**src/rtl/fir_mac_serial_if.sv**
```systemverilog
// Streaming and coefficient-load signal bundle for fir_mac_serial.
// slave is the filter's view; master is the driver's view.
interface fir_mac_serial_if #(
  parameter int unsigned IN_W   = 12,
  parameter int unsigned OUT_W  = 14,
  parameter int unsigned COEF_W = 16,
  parameter int unsigned TAPS   = 16
);
  localparam int unsigned AddrW = (TAPS > 1) ? $clog2(TAPS) : 1;

  logic                     in_valid;
  logic                     in_ready;
  logic signed [IN_W-1:0]   in_data;
  logic                     out_valid;
  logic                     out_ready;
  logic signed [OUT_W-1:0]  out_data;
  logic                     coef_we;
  logic [AddrW-1:0]         coef_addr;
  logic signed [COEF_W-1:0] coef_data;
  logic                     clear_sat;
  logic                     sat_flag;

  modport slave (
    input  in_valid, in_data, out_ready, coef_we, coef_addr, coef_data, clear_sat,
    output in_ready, out_valid, out_data, sat_flag
  );

  modport master (
    output in_valid, in_data, out_ready, coef_we, coef_addr, coef_data, clear_sat,
    input  in_ready, out_valid, out_data, sat_flag
  );
endinterface

```
**src/rtl/fir_mac_serial.sv**
```systemverilog
// Time-multiplexed FIR: one multiplier and one accumulator walk all taps per sample.
// Round-half-up scaling by 2^-FRAC, output saturation with a sticky flag.
module fir_mac_serial #(
  parameter int unsigned IN_W   = 12,
  parameter int unsigned OUT_W  = 14,
  parameter int unsigned COEF_W = 16,
  parameter int unsigned TAPS   = 16,
  parameter int unsigned FRAC   = 14
) (
  input logic              clk,
  input logic              reset,
  fir_mac_serial_if.slave  bus
);
  localparam int unsigned AddrW = (TAPS > 1) ? $clog2(TAPS) : 1;
  localparam int unsigned PW    = IN_W + COEF_W;
  localparam int unsigned AW    = PW + $clog2(TAPS);
  // One guard bit so adding the rounding constant can never wrap.
  localparam int unsigned RW    = AW + 1;

  localparam logic signed [RW-1:0]     RndHalf  = RW'(longint'(1) << (FRAC - 1));
  localparam logic signed [RW-1:0]     OutMax   = RW'((longint'(1) << (OUT_W - 1)) - 1);
  localparam logic signed [RW-1:0]     OutMin   = RW'(-(longint'(1) << (OUT_W - 1)));
  localparam logic signed [COEF_W-1:0] CoefUnit = COEF_W'(longint'(1) << FRAC);

  typedef enum logic [1:0] {StIdle, StMac, StOut} state_e;

  state_e                   state_q, state_d;
  logic [AddrW-1:0]         idx_q, idx_d;
  logic signed [AW-1:0]     acc_q, acc_d;
  logic signed [IN_W-1:0]   x_q [TAPS];
  logic signed [IN_W-1:0]   x_d [TAPS];
  logic signed [COEF_W-1:0] c_q [TAPS];
  logic signed [COEF_W-1:0] c_d [TAPS];
  logic signed [OUT_W-1:0]  out_q, out_d;
  logic                     sat_q, sat_d;

  logic signed [PW-1:0]     prod;
  logic signed [AW-1:0]     sum;
  logic signed [RW-1:0]     rnd;
  logic signed [RW-1:0]     shifted;
  logic signed [OUT_W-1:0]  clamped;
  logic                     clamp;

  // Shared MAC datapath plus round/saturate of the running sum.
  always_comb begin
    prod    = PW'(x_q[idx_q]) * PW'(c_q[idx_q]);
    sum     = acc_q + AW'(prod);
    rnd     = RW'(sum) + RndHalf;
    shifted = rnd >>> FRAC;
    clamp   = 1'b0;
    clamped = shifted[OUT_W-1:0];
    if (shifted > OutMax) begin
      clamped = OutMax[OUT_W-1:0];
      clamp   = 1'b1;
    end else if (shifted < OutMin) begin
      clamped = OutMin[OUT_W-1:0];
      clamp   = 1'b1;
    end
  end

  // Next-state logic: sample capture, tap sequencing, output handshake.
  always_comb begin
    state_d = state_q;
    idx_d   = idx_q;
    acc_d   = acc_q;
    x_d     = x_q;
    c_d     = c_q;
    out_d   = out_q;
    sat_d   = sat_q;
    if (bus.clear_sat) begin
      sat_d = 1'b0;
    end
    unique case (state_q)
      StIdle: begin
        // Written before the sample is captured, so a same-cycle write applies to it.
        if (bus.coef_we && (32'(bus.coef_addr) < TAPS)) begin
          c_d[bus.coef_addr] = bus.coef_data;
        end
        if (bus.in_valid) begin
          x_d[0] = bus.in_data;
          for (int k = 1; k < TAPS; k++) begin
            x_d[k] = x_q[k-1];
          end
          acc_d   = '0;
          idx_d   = '0;
          state_d = StMac;
        end
      end
      StMac: begin
        acc_d = sum;
        idx_d = idx_q + AddrW'(1);
        if (32'(idx_q) == TAPS - 1) begin
          out_d   = clamped;
          state_d = StOut;
          // Set overrides a same-cycle clear.
          if (clamp) begin
            sat_d = 1'b1;
          end
        end
      end
      StOut: begin
        if (bus.out_ready) begin
          state_d = StIdle;
        end
      end
      default: state_d = StIdle;
    endcase
  end

  // State registers with synchronous reset to pass-through coefficients.
  always_ff @(posedge clk) begin
    if (reset) begin
      state_q <= StIdle;
      idx_q   <= '0;
      acc_q   <= '0;
      out_q   <= '0;
      sat_q   <= 1'b0;
      for (int k = 0; k < TAPS; k++) begin
        x_q[k] <= '0;
        c_q[k] <= (k == 0) ? CoefUnit : '0;
      end
    end else begin
      state_q <= state_d;
      idx_q   <= idx_d;
      acc_q   <= acc_d;
      out_q   <= out_d;
      sat_q   <= sat_d;
      x_q     <= x_d;
      c_q     <= c_d;
    end
  end

  assign bus.in_ready  = (state_q == StIdle);
  assign bus.out_valid = (state_q == StOut);
  assign bus.out_data  = out_q;
  assign bus.sat_flag  = sat_q;
endmodule

```
**src/flat_wrapper.sv**
```systemverilog
// flat-port wrapper written by rule: the top's interface ports become plain ports
module fir_mac_serial_flat 
#(
  parameter int unsigned IN_W   = 12,
  parameter int unsigned OUT_W  = 14,
  parameter int unsigned COEF_W = 16,
  parameter int unsigned TAPS   = 16,
  parameter int unsigned FRAC   = 14
)
  (clk, reset, bus_in_valid, bus_in_data, bus_out_ready, bus_coef_we, bus_coef_addr, bus_coef_data, bus_clear_sat, bus_in_ready, bus_out_valid, bus_out_data, bus_sat_flag);
  fir_mac_serial_if #(.IN_W(IN_W), .OUT_W(OUT_W), .COEF_W(COEF_W), .TAPS(TAPS)) bus_i ();
  input logic clk;
  input logic reset;
  input wire logic [$bits(bus_i.in_valid)-1:0] bus_in_valid;
  input wire logic [$bits(bus_i.in_data)-1:0] bus_in_data;
  input wire logic [$bits(bus_i.out_ready)-1:0] bus_out_ready;
  input wire logic [$bits(bus_i.coef_we)-1:0] bus_coef_we;
  input wire logic [$bits(bus_i.coef_addr)-1:0] bus_coef_addr;
  input wire logic [$bits(bus_i.coef_data)-1:0] bus_coef_data;
  input wire logic [$bits(bus_i.clear_sat)-1:0] bus_clear_sat;
  output wire logic [$bits(bus_i.in_ready)-1:0] bus_in_ready;
  output wire logic [$bits(bus_i.out_valid)-1:0] bus_out_valid;
  output wire logic [$bits(bus_i.out_data)-1:0] bus_out_data;
  output wire logic [$bits(bus_i.sat_flag)-1:0] bus_sat_flag;
  assign bus_i.in_valid = bus_in_valid;
  assign bus_i.in_data = bus_in_data;
  assign bus_i.out_ready = bus_out_ready;
  assign bus_i.coef_we = bus_coef_we;
  assign bus_i.coef_addr = bus_coef_addr;
  assign bus_i.coef_data = bus_coef_data;
  assign bus_i.clear_sat = bus_clear_sat;
  assign bus_in_ready = bus_i.in_ready;
  assign bus_out_valid = bus_i.out_valid;
  assign bus_out_data = bus_i.out_data;
  assign bus_sat_flag = bus_i.sat_flag;
  fir_mac_serial #(.IN_W(IN_W), .OUT_W(OUT_W), .COEF_W(COEF_W), .TAPS(TAPS), .FRAC(FRAC)) u_core (.clk(clk), .reset(reset), .bus(bus_i));
endmodule
```
**config.mk**
```make
export PLATFORM = sky130hd
export DESIGN_NAME = fir_mac_serial_flat
export DESIGN_NICKNAME = d
export VERILOG_FILES = /design/src/rtl/fir_mac_serial_if.sv /design/src/rtl/fir_mac_serial.sv /design/src/flat_wrapper.sv
export SDC_FILE = /design/constraint.sdc
export NUM_CORES = 2
export LEC_CHECK = 0
export BUFFER_PORTS_ARGS = -buffer_cell sky130_fd_sc_hd__buf_4
export CELL_PAD_IN_SITES_DETAIL_PLACEMENT = 1
export CELL_PAD_IN_SITES_GLOBAL_PLACEMENT = 1
export CORE_MARGIN = 3
export CORE_UTILIZATION = 40
export DETAILED_ROUTE_END_ITERATION = 8
export GPL_TIMING_DRIVEN = 0
export PLACE_DENSITY = 0.66
export SLEW_MARGIN = 10
export SYNTH_ARGS = -nofsm -noshare
export SYNTH_HDL_FRONTEND = slang
export SYNTH_SLANG_ARGS = --single-unit
```
**constraint.sdc**
```tcl
create_clock -name clk -period 13.09 [get_ports clk]
set_clock_uncertainty 0.1 [all_clocks]
set_input_delay 0.6545 -clock clk [delete_from_list [all_inputs] [get_ports clk]]
set_output_delay 0.6545 -clock clk [all_outputs]
set_load 0.02 [all_outputs]
```
==> results.toml <==
[placed_design]
port_buffers = 37
place_area_um2 = 31400
gp_congestion = 0.885
dpl.cell_count = 4454
dp_slack_ns = 0.316
dp_hpwl_um = 83900

[drt]
routed_wl_um = 107000
drc_errors = 0
num_vias = 25400
drt_first_iter_violations = 1316
postRouteAntennaNets = 0
first_pass_iters = 5
wl_per_cell_um = 23.5
viasPerCell = 5.57

[finish]
fin_nets = 3900
fill_cells = 8650
drive_gt1_share_pct = 8.48
final_common_cell = "nand2_1"
stdcell_count = 4556
final_area_um2 = 33400
area_growth_pct = 11.8
mostFrequentLayoutCells = "nand2_1 (1069), a21oi_1 (514), dfxtp_1 (501), clkbuf_1 (224), fa_1 (223)"

[sta]
hold_viol = 0
fin_ws_ns = 0.695
fmax_mhz = 80.7
worstMarginPinSlew_ns = 1.33
finalMaxSlewViolations = 0
setup_tns_ns = 0
grt_setup_unrepaired = "false"
finalCritPeriodShare_pct = 94.7
relSlewSlack_pct = 10.9
finalSetupViolations = 0
post-route-min-period_ns = 12.40

[global_routing]
grt_max_degree = 19
grt_use_met2_pct = 48.6
track_usage_pct = 27.3
met1_usage_pct = 34.7
grt_pass1_wl_um = 164000
busiest_layer = "met2"
overflow = 0
gr-usage-met3_pct = 3.24
antenna_found_initial = 5
grt_pass1_vias = 27300

[pwr]
finalPower_uw = 3700
p_leak_uw = 0.0123
ir_drop_uv = 115
power-per-cell-area_nw_per_um2 = 111

[critical_path]
max_stage_delay_ns = 0.92
crit_fanout = 15
cp-start-kind = "flop"
crit_slowest_cell = "buf_1"
crit_required_ns = 13.52
critPathCaptureType = "flop"
critical_path_class = "reg -> reg"
r2r_setup_slack_ns = 0.69
cp.arrival_ns = 12.82
crit_top_cell = "fa_1"

[clocking]
cts.clk_slew.worst_paths_ns = 0.06
clock_latency_ns = 0.66
post_cts_buffers = 0
htreeDepth = 2
numCtsBuffers = 57
root_buffer = "clkbuf_16"
clockBufferDepth = 3
cts.sinks = 501
cts_tree = "done"

[yosys]
synth_cell_types = 76
synthesis.area_um2 = 29900
synth_edf_count = 0
synth_top_family_by_area = "simple AND/OR/NAND/NOR gates"
synthMuxAreaShare_pct = 10.5
yosys_warnings = 0
synthArstFlopShare_pct = 0
ys.flop_type = "dfxtp_1"
synthSimpleGateAreaFrac_pct = 18.9
postSynthCellCount = 3458
ys_seq_area_share_pct = 33.6
synth_compound_area_share_pct = 11.7
postSynthAreaPerCell_um2 = 8.64
synthAdderAreaFrac_pct = 18.5
syn-num-nets = 3804
synth-seq-cells = 501
synth_xor_area_share_pct = 1.08

[floorplan]
start_util_pct = 40.7
design.core.area_um2 = 73500
die_x_um = 279
die_h_um = 279
dieArea_um2 = 78000
ios = 55
core.rowCount = 99

[status]
status = "finished, final reports clean"

[run]
maxCapViolCount = 0

[min_path]
hold_class = "in -> reg"
## through the flow
stage                     utilization (%)  hold slack (ns)
after global routing                 45.5            0.133
after CTS                            45.5            0.122
after floorplan                         -            0.333
after detailed placement             42.7            0.346
final                                45.5            0.158
after global placement               42.7            0.338
## final timing paths
check	startpoint	to	cells after the start
max reg2reg	u_core.idx_q[1]	u_core.bus.out_data[7]	33
min reg2reg	u_core.x_q[23]	u_core.x_q[11]	2
min	bus_in_data[10]	u_core.x_q[190]	3
max	u_core.idx_q[1]	u_core.bus.out_data[7]	33
## area by class of cell
type                    instances  area (um^2)  area share [%]
clock buffers                  81         1660            4.96
inverters                     203          762            2.28
flip-flops and latches        501        10000            30.0
plain buffers                 248          967            2.89
multi-input cells            2506        18200            54.3
repair buffers                 37          278           0.831
well taps                     959         1200            3.59
diodes                          2         5.00          0.0150
clock inverters                19          359            1.07
## worst max-delay path, delay by kind of cell (launching register included)
| kind | cells | cell delay, ns |
|---|---|---|
| fa+ha+maj | 7 | 3.02 |
| mux | 2 | 0.71 |
| xor+xnor | 1 | 0.63 |
| flops | 1 | 0.35 |
| compound gates | 8 | 2.05 |
| simple gates | 5 | 1.31 |
| buf+inv | 10 | 4.08 |
## registers in the layout, indices dropped and copies added (netlist names)
register,cells
u_core.acc_q,32
u_core.bus.out_data,14
u_core.bus.sat_flag,1
u_core.c_q,256
u_core.idx_q,4
u_core.state_q,2
u_core.x_q,192
## report_power, final
| group | leakage (uW) | internal (uW) | switching [uW] | total, uW |
|---|---|---|---|---|
| Sequential | 0.00404 | 1540 | 11.8 | 1550 |
| Clock | 0.000981 | 1020 | 706 | 1730 |
| Combinational | 0.00732 | 123 | 295 | 418 |
| Total | 0.0123 | 2680 | 1010 | 3700 |
## metal layers
metal / vias to the layer above / share of wire [%]
li1: 11600 / -
met1: 13100 / 43
met2: 525 / 50
met3: 169 / 3.8
met4: 0 / 3.4
met5: - / 0
## cells by family after synthesis
logic type                 Yosys count
AOI/OAI and AO/OA                  632
and+or+nand+nor                   1380
muxes                              149
buffers and inverters              451
xor gates and xnor gates            37
adders and majority gates          308
DFF                                501
## synthesized netlist by cell type (3+ instances only)
library cell | count | share of area, %
o211ai_1 | 6 | 0.15
inv_1 | 203 | 2.5
ha_1 | 85 | 3.6
xor2_1 | 12 | 0.35
nor2_1 | 123 | 1.5
mux2_2 | 8 | 0.30
a21oi_1 | 514 | 8.6
buf_1 | 24 | 0.30
nand3_1 | 51 | 0.85
o211a_1 | 3 | 0.10
mux2i_1 | 9 | 0.30
mux4_2 | 132 | 9.9
buf_2 | 4 | 0.067
o21ai_0 | 26 | 0.44
nand2_1 | 1069 | 13
nor2b_1 | 27 | 0.57
nand2b_1 | 15 | 0.31
nand4_1 | 11 | 0.23
xnor2_1 | 25 | 0.73
o21ai_1 | 8 | 0.13
or3_1 | 4 | 0.084
a31oi_1 | 6 | 0.13
a211o_1 | 3 | 0.088
nand3b_1 | 3 | 0.075
nor4_1 | 4 | 0.084
or2_1 | 3 | 0.063
o21a_1 | 3 | 0.075
fa_1 | 223 | 15
dfxtp_1 | 501 | 34
o21bai_1 | 5 | 0.13
a21o_1 | 10 | 0.25
and3b_1 | 4 | 0.12
and4_1 | 5 | 0.15
and2_1 | 26 | 0.54
and3_1 | 5 | 0.10
clkbuf_1 | 218 | 2.7
a221o_1 | 12 | 0.40
nor3_1 | 18 | 0.30
a211oi_1 | 7 | 0.18
## timing repair
item | CTS | global route
resized for setup | 0 | 5
endpoints found under the hold margin | 0 | 0
hold buffers | 0 | 0
setup endpoints to repair | 0 | 12
Power figures use the tool's default switching activity.
